`config.mk`:
```
export PLATFORM = sky130hd
export DESIGN_NAME = sram_port_arbiter
export DESIGN_NICKNAME = d
export VERILOG_FILES = /design/src/rtl/sram_port_arbiter.sv
export SDC_FILE = /design/constraint.sdc
export NUM_CORES = 1
export LEC_CHECK = 0
export BUFFER_PORTS_ARGS = -buffer_cell sky130_fd_sc_hd__buf_2
export CAP_MARGIN = 15
export CORE_AREA = 8 8 61 63
export CTS_CLUSTER_SIZE = 40
export DETAILED_ROUTE_END_ITERATION = 10
export DIE_AREA = 0 0 69 71
export HOLD_SLACK_MARGIN = 0.05
export PLACE_DENSITY = 0.76
export SLEW_MARGIN = 0
export SYNTH_ARGS = -nofsm -noshare
export SYNTH_HDL_FRONTEND = slang
export SYNTH_SLANG_ARGS = --single-unit
```
`constraint.sdc`:
```
create_clock -name clk -period 3.6 [get_ports clk]
set_clock_uncertainty 0.15 [all_clocks]
set_input_delay 0.72 -clock clk [delete_from_list [all_inputs] [get_ports clk]]
set_output_delay 0.72 -clock clk [all_outputs]
set_load 0.005 [all_outputs]
```
`src/rtl/sram_port_arbiter.sv`:
```
// rtl/sram_port_arbiter.sv - round-robin arbiter sharing one single-port SRAM among NUM_REQ requesters
// Optional consecutive-grant locking is built when SRAM_ARB_LOCK_EN is defined.
module sram_port_arbiter #(
    parameter int NUM_REQ    = 3,
    parameter int ADDR_WIDTH = 4,
    parameter int DATA_WIDTH = 8,
    parameter int MAX_LOCK   = 8
) (
    input  logic                          clk,
    input  logic                          rst_n,
    input  logic [NUM_REQ-1:0]            req,
    input  logic [NUM_REQ-1:0]            req_we,
    input  logic [NUM_REQ*ADDR_WIDTH-1:0] req_addr,
    input  logic [NUM_REQ*DATA_WIDTH-1:0] req_din,
`ifdef SRAM_ARB_LOCK_EN
    input  logic [NUM_REQ-1:0]            lock,
`endif
    output logic [NUM_REQ-1:0]            gnt,
    output logic [NUM_REQ-1:0]            rvalid,
    output logic [DATA_WIDTH-1:0]         rdata,
    output logic                          sram_cs,
    output logic                          sram_we,
    output logic [ADDR_WIDTH-1:0]         sram_addr,
    output logic [DATA_WIDTH-1:0]         sram_din,
    input  logic [DATA_WIDTH-1:0]         sram_dout
);

    localparam int PTR_W = $clog2(NUM_REQ);

    if (NUM_REQ < 2 || NUM_REQ > 8 || MAX_LOCK < 1) begin : g_bad_param
        $error("sram_port_arbiter: parameter out of range");
    end

`ifdef SRAM_ARB_LOCK_EN
    typedef enum logic [1:0] {IDLE, ACCESS, LOCKED} state_t;
`else
    typedef enum logic [1:0] {IDLE, ACCESS} state_t;
`endif

    state_t             state, state_nxt;
    logic [PTR_W-1:0]   rr_ptr, rr_ptr_nxt;
    logic [NUM_REQ-1:0] elig;
    logic [NUM_REQ-1:0] rr_gnt;
    logic [PTR_W-1:0]   win_idx;
    logic [PTR_W-1:0]   win_nxt;
    logic               found;
    logic [NUM_REQ-1:0] gnt_c;
    logic [NUM_REQ-1:0] rd_q;

    // First eligible requester at or after rr_ptr, modulo NUM_REQ.
    always_comb begin
        int idx;
        idx     = 0;
        rr_gnt  = '0;
        win_idx = '0;
        found   = 1'b0;
        for (int k = 0; k < NUM_REQ; k++) begin
            idx = (int'(rr_ptr) + k) % NUM_REQ;
            if (!found && elig[idx]) begin
                found       = 1'b1;
                win_idx     = PTR_W'(idx);
                rr_gnt[idx] = 1'b1;
            end
        end
    end

    assign win_nxt = (win_idx == PTR_W'(NUM_REQ - 1)) ? '0 : win_idx + 1'b1;

`ifdef SRAM_ARB_LOCK_EN
    localparam int CNT_W = $clog2(MAX_LOCK + 1);

    logic [PTR_W-1:0]   owner, owner_nxt;
    logic [CNT_W-1:0]   lock_cnt, lock_cnt_nxt;
    logic [NUM_REQ-1:0] owner_oh;
    logic [PTR_W-1:0]   owner_inc;
    logic               hold;
    logic               expired;

    assign owner_oh  = NUM_REQ'(1) << owner;
    assign owner_inc = (owner == PTR_W'(NUM_REQ - 1)) ? '0 : owner + 1'b1;
    assign expired   = (state == LOCKED) && (lock_cnt == CNT_W'(MAX_LOCK));
    assign hold      = (state == LOCKED) && req[owner] && lock[owner] && !expired;

    // An owner whose lock ran out sits out one arbitration if anyone else is waiting.
    always_comb begin
        elig = req;
        if (expired && ((req & ~owner_oh) != '0))
            elig = req & ~owner_oh;
    end

    always_comb begin
        gnt_c        = '0;
        state_nxt    = IDLE;
        rr_ptr_nxt   = rr_ptr;
        owner_nxt    = owner;
        lock_cnt_nxt = '0;
        if (hold) begin
            gnt_c        = owner_oh;
            state_nxt    = LOCKED;
            rr_ptr_nxt   = owner_inc;
            lock_cnt_nxt = lock_cnt + 1'b1;
        end else if (found) begin
            gnt_c      = rr_gnt;
            rr_ptr_nxt = win_nxt;
            if (lock[win_idx]) begin
                state_nxt    = LOCKED;
                owner_nxt    = win_idx;
                lock_cnt_nxt = CNT_W'(1);
            end else begin
                state_nxt = ACCESS;
            end
        end
    end

    always_ff @(posedge clk or negedge rst_n) begin
        if (!rst_n) begin
            owner    <= '0;
            lock_cnt <= '0;
        end else begin
            owner    <= owner_nxt;
            lock_cnt <= lock_cnt_nxt;
        end
    end
`else
    assign elig = req;

    always_comb begin
        gnt_c      = '0;
        state_nxt  = IDLE;
        rr_ptr_nxt = rr_ptr;
        if (found) begin
            gnt_c      = rr_gnt;
            state_nxt  = ACCESS;
            rr_ptr_nxt = win_nxt;
        end
    end
`endif

    // Grants are suppressed while reset is held so the SRAM sees no access.
    assign gnt = rst_n ? gnt_c : '0;

    always_ff @(posedge clk or negedge rst_n) begin
        if (!rst_n) begin
            state  <= IDLE;
            rr_ptr <= '0;
            rd_q   <= '0;
        end else begin
            state  <= state_nxt;
            rr_ptr <= rr_ptr_nxt;
            rd_q   <= gnt & ~req_we;
        end
    end

    // Read strobes only exist in the cycle after a grant was issued.
    assign rvalid = (state != IDLE) ? rd_q : '0;
    assign rdata  = sram_dout;

    always_comb begin
        sram_cs   = |gnt;
        sram_we   = 1'b0;
        sram_addr = '0;
        sram_din  = '0;
        for (int i = 0; i < NUM_REQ; i++) begin
            if (gnt[i]) begin
                sram_we   = req_we[i];
                sram_addr = req_addr[i*ADDR_WIDTH +: ADDR_WIDTH];
                sram_din  = req_din[i*DATA_WIDTH +: DATA_WIDTH];
            end
        end
    end

endmodule

```
Word level (Yosys, flattened, before mapping)
Index checks and enable logic that the tools add are counted.
{ "totals": {"register_bits": 7, "out_inout_bits": 28} }
{ "op_classes": {"add_sub_neg": 3, "div": 3, "order_cmp": 6, "eq_ne": 1, "n_mux": 38, "n_bitwise": 4, "reduce_logical": 9} }
{ "ops": {"columns": ["operator", "n"], "rows": [
  ["$ge A32 B1 Y1 const B", 3],
  ["$lt A32 B4 Y1 const B", 3],
  ["$mod A32 B3 Y32 const B", 2],
  ["$mod A3 B3 Y32 const B", 1],
  ["$mux W8", 3],
  ["$mux W3", 6],
  ["$mux W1", 16],
  ["$mux W4", 3],
  ["$mux W2", 4],
  ["$bmux W1 S2", 3],
  ["$demux W1 S2", 3],
  ["$or A3 B3 Y3", 2],
  ["$logic_and A1 B1 Y1", 5],
  ["$add A2 B1 Y3 const B", 1],
  ["$add A2 B2 Y3 const B", 1],
  ["$and A3 B3 Y3", 1],
  ["$not A3 Y3", 1],
  ["$reduce_or A3 Y1", 1],
  ["$add A2 B1 Y2 const B", 1],
  ["$eq A2 B2 Y1 const B", 1],
  ["$logic_not A1 Y1", 2],
  ["$reduce_bool A2 Y1", 1]
]} }

Longest topological paths before layout
{ "depth": {"ltp_word": 16, "depth_mapped": 10, "ltp_nobuf": 8} }

Worst setup path after synthesis
OpenSTA, ideal clock, no wires.
{ "synth_timing": {"kind": "register to output", "start": "register rr_ptr[0]", "end": "output sram_addr[0]", "t_arrival_ns": 2.154, "required_ns": 2.730, "slack_ns": 0.576, "stages_incl_launch_ff": 11, "path_buffers": 2, "path_cell_list": "dfrtp_1 -> inv_1 -> ha_1 -> buf_2 -> mux2i_2 -> mux2i_4 -> nor3_1 -> inv_2 -> nand3_2 -> buf_4 -> mux2_4"} }
{ "synth_between": {"elab_chain_cells": 16} }
{ "synth_rtl": {"columns": ["item", "line_no", "text"], "rows": [
  ["start: declaration", "41", "logic [PTR_W-1:0] rr_ptr, rr_ptr_nxt;"],
  ["start signal: assignment", "149", "rr_ptr <= rr_ptr_nxt;"],
  ["parallel branches: the longest is 10 deep, another holds $mod A32 B3 Y32", null, null],
  ["$mux W1 *", "59", "if (!found && elig[idx]) begin"],
  ["named net found", "46", "logic found;"],
  ["$mux W3 *", "131", "if (found) begin"],
  ["$mux W3 *", "140", "assign gnt = rst_n ? gnt_c : '0;"],
  ["$mux W4 (2 in series)", "164", "if (gnt[i]) begin"],
  ["$mux W4 *", "164", null],
  ["end: declaration", "23", "output logic [ADDR_WIDTH-1:0] sram_addr,"]
]} }
Mark *: on every way through the listed nets, which the timed path passes. The select of a mux whose other input is x is not followed.

Worst setup path after layout
{ "layout_timing": {"start": "register rr_ptr[1]", "end": "output sram_din[1]"} }
{ "layout_between": {"elab_chain_cells": 16} }
{ "layout_rtl": {"columns": ["item", "line_no", "text"], "rows": [
  ["parallel branches: the longest is 11 deep, another holds $mod A32 B3 Y32", null, null],
  ["$mux W3 *", "131", null],
  ["$mux W3 *", "140", null],
  ["$mux W8 (2 in series)", "164", null],
  ["$mux W8 *", "164", null],
  ["end: declaration", "24", "output logic [DATA_WIDTH-1:0] sram_din,"]
]} }
Mark *: on every way between the ends. The select of a mux whose other input is x is not followed.

==> insert_results.sql <==
INSERT INTO impl_metrics (metric_group, metric, value, unit) VALUES
('yosys', 'synthMostInstantiatedCell', 'a22o_1', ''),
('grt', 'first_pass_grt_wire_length', '5160', 'µm'),
('floorplanning', 'core', '0.00285', 'mm²'),
('place', 'port_buffers', '63', ''),
('floorplanning', 'dieHeight', '71', 'µm'),
('yosys', 'postSynthNetCount', '172', ''),
('drt', 'drt_iter0_drc', '74', ''),
('drt', 'drt-vias-per-instance', '5.32', ''),
('yosys', 'syn-instance-count', '116', ''),
('sta', 'max_freq', '286', 'MHz'),
('yosys', 'synth.distinct_cells', '41', ''),
('final_layout', 'area_growth_from_synthesis_to_final_layout', '35.7', '%'),
('floorplanning', 'initial_utilization', '37.9', '%'),
('sta', 'period_utilization', '97.0', '%'),
('yosys', 'number_of_synthesized_flops_with_an_enable_pin', '0', ''),
('drt', 'postRouteAntennaNets', '0', ''),
('final_layout', 'final_layout_size_suffix_gt1_share', '60.8', '%'),
('critical_path', 'setup.worst_path.class', 'register to primary output', ''),
('grt', 'grt_util_all_layers', '12.1', '%'),
('power', 'power.density', '951', 'mW/mm²'),
('floorplanning', 'die_footprint', '0.00490', 'mm²'),
('sta', 'timing.final.setup_violations', '0', ''),
('drt', 'route.detailed.wl_per_inst', '15.6', 'µm'),
('final_layout', 'final.fill_count', '275', ''),
('yosys', 'synth_top_area_share', '13.9', '%'),
('grt', 'grt_start_max_net_pins', '16', ''),
('yosys', 'ys_dominant_reg_cell', 'dfrtp_1', ''),
('clock_tree', 'ctsHoldBuffers', '0', ''),
('clock_tree', 'cts-buffers-inserted', '3', ''),
('yosys', 'main_area_contributors_after_synthesis', 'dfrtp_1 14%, mux2_4 9.7%, a22o_1 9.7%', ''),
('drt', 'routed-via-count', '1111', ''),
('drt', 'total_wire_length_after_detailed_routing', '3260', 'µm'),
('critical_path', 'kind_of_start_point_of_the_critical_path', 'register', ''),
('sta', 'layout_min_cycle_time', '3.49', 'ns'),
('grt', 'antenna_found_initial', '0', ''),
('drt', 'detail_route.first_pass.iterations', '4', ''),
('grt', 'globalRouteOverflowTotal', '0', ''),
('final_layout', 'finish.instance_area', '0.00147', 'mm²'),
('place', 'detailedPlacementHpwl', '2660', 'µm'),
('sta', 'report.final.hold_viol_count', '0', ''),
('place', 'postPlaceCellArea', '0.00139', 'mm²'),
('yosys', 'yosys-top-cells-count', '12 x a22o_1, 10 x inv_1, 9 x buf_4, 7 x mux2_4, 6 x dfrtp_1', ''),
('clock_tree', 'max-clock-path-buffers', '2', ''),
('grt', 'first_global_vias', '1100', ''),
('yosys', 'synth_seq_cells', '6', ''),
('clock_tree', 'h-tree-depth', '1', ''),
('yosys', 'yosysWarnings', '0', ''),
('final_layout', 'layout.nets', '234', ''),
('yosys', 'synth_async_sr_flop_share', '100', '%'),
('clock_tree', 'numClockSinks', '6', ''),
('sta', 'timing_max_transition_violations_final', '0', ''),
('yosys', 'synthesis.area_per_instance', '9.33', 'µm²'),
('clock_tree', 'clkSlewWorstSetupHoldPaths', '0.04', 'ns'),
('place', 'routabilityCongestion', '0.864', ''),
('critical_path', 'reg2reg_depth', '10', ''),
('power', 'leakage', '0.000774', 'µW'),
('yosys', 'synth_sequential_area_ratio', '13.9', '%'),
('critical_path', 'critPathArrivalTime', '2.62', 'ns'),
('floorplanning', 'io_pins', '80', ''),
('yosys', 'netlist_area', '0.00108', 'mm²'),
('critical_path', 'worst_setup_path_end_kind', 'primary output', ''),
('power', 'ir_drop', '0.404', 'mV'),
('final_layout', 'final_core_utilization', '51.5', '%'),
('clock_tree', 'cts_tree', 'yes', ''),
('sta', 'worst_slew_margin_rel', '75.3', '%'),
('sta', 'worst_pin_slew', '0.366', 'ns'),
('critical_path', 'cp_data_required_time', '2.73', 'ns'),
('clock_tree', 'clock_insertion_delay_worst_skew', '0.24', 'ns'),
('floorplanning', 'std_cell_rows', '20', ''),
('worst_hold_path', 'hold_path.class', 'input port to asynchronous set/reset pin', ''),
('yosys', 'synth_top_area_cell', 'dfrtp_1', ''),
('floorplanning', 'floorplan.die.width', '69', 'µm'),
('status', 'status', 'finished clean', ''),
('critical_path', 'worst-path-max-fanout', '12', ''),
('drt', 'detail_route.drc_violations', '0', ''),
('clock_tree', 'ctsRootBufferMaster', 'clkbuf_4', ''),
('final_layout', 'n_antenna_cell', '0', ''),
('job', 'max-cap-violations', '0', '');
-- cell type report --
class | count | area (µm²) | share of cell area [%]
Multi-Input combinational cell | 84 | 823 | 56.0
Timing Repair Buffer | 71 | 385 | 26.2
Sequential cell | 6 | 151 | 10.3
Inverter | 12 | 45.0 | 3.07
Tap cell | 33 | 41.3 | 2.81
Clock buffer | 3 | 22.5 | 1.53
-- flip-flops by register name, indices dropped and copies added, names as in the netlist --
signal  cells
state       1
rd_q        3
rr_ptr      2
-- final timing paths --
kind | start | slack, ns | to
max | rr_ptr[1] | 0.11 | sram_din[1]
min in group clk | rr_ptr[0] | 0.44 | rr_ptr[0]
max reg2reg | rr_ptr[1] | 1.32 | rd_q[1]
max in group asynchronous | rst_n | 2.92 | rr_ptr[0]
min | rst_n | 0.18 | state[0]
min reg2reg | rr_ptr[0] | 0.44 | rr_ptr[0]
-- report_power, final --
group	total (µW)	internal [µW]	switching, µW
registers	113	95.1	17.8
clock network	59.5	37.5	21.9
logic	1220	630	595
total	1400	763	634
-- critical path: stages (launching register included) --
cell and delay [ns]:
dfrtp_1 0.36, inv_1 0.10, ha_4 0.21, clkbuf_2 0.15
nand2b_1 0.18, a32oi_1 0.25, o221ai_2 0.16, nor3b_4 0.17
buf_4 0.18, a22o_1 0.24, mux2_2 0.25, buf_2 0.13
-- cells in the final DEF (no fill, tap or decap), types with 3 or more instances in the layout --
cell,n
mux2i_4,3
mux2_4,7
a21oi_1,4
nand2_1,4
a22o_1,12
buf_2,63
clkbuf_4,3
buf_4,6
o21ai_0,4
dfrtp_1,5
inv_1,10
and2_1,4
mux2_2,5
nor2_1,5
-- per-layer routing --
metal,routed length [µm],vias up,global-route usage (%)
met5,0,-,0
met4,48,0,5.69
met3,146,8,1.96
met2,1820,31,23.0
met1,1240,523,12.7
li1,-,549,-
-- timing repair --
action / in CTS / in global routing
gates resized for setup: 2 / 6
setup endpoints to repair: 12 / 12
setup buffers: 0 / 2
pin swaps: 0 / 3
-- metrics by stage --
| step | setup WS, ns | hold slack [ns] | TNS (ns) | total power (µW) | instances |
|---|---|---|---|---|---|
| 2_1_floorplan | 0.576 | 0.274 | 0 | 951 | 116 |
| 3_3_place_gp | 0.248 | 0.413 | 0 | 1240 | 204 |
| 3_5_place_dp | 0.240 | 0.421 | 0 | 1250 | 204 |
| 4_1_cts | 0.0526 | 0.181 | 0 | 1330 | 207 |
| 5_1_grt | -0.00404 | 0.188 | -0.00404 | 1520 | 209 |
| 6_report | 0.107 | 0.179 | 0 | 1400 | 209 |
-- cell families (layout without fill, tap and decap cells) --
family          count (synthesis)  count (layout)  share of synthesized area [%]
simple gates                   26              26                           15.5
buf+inv                        26              86                           14.5
mux                            17              17                           21.7
flops                           6               6                           13.9
fa+ha+maj                       4               4                           4.62
compound gates                 37              37                           29.8
Power figures use the tool's default switching activity.
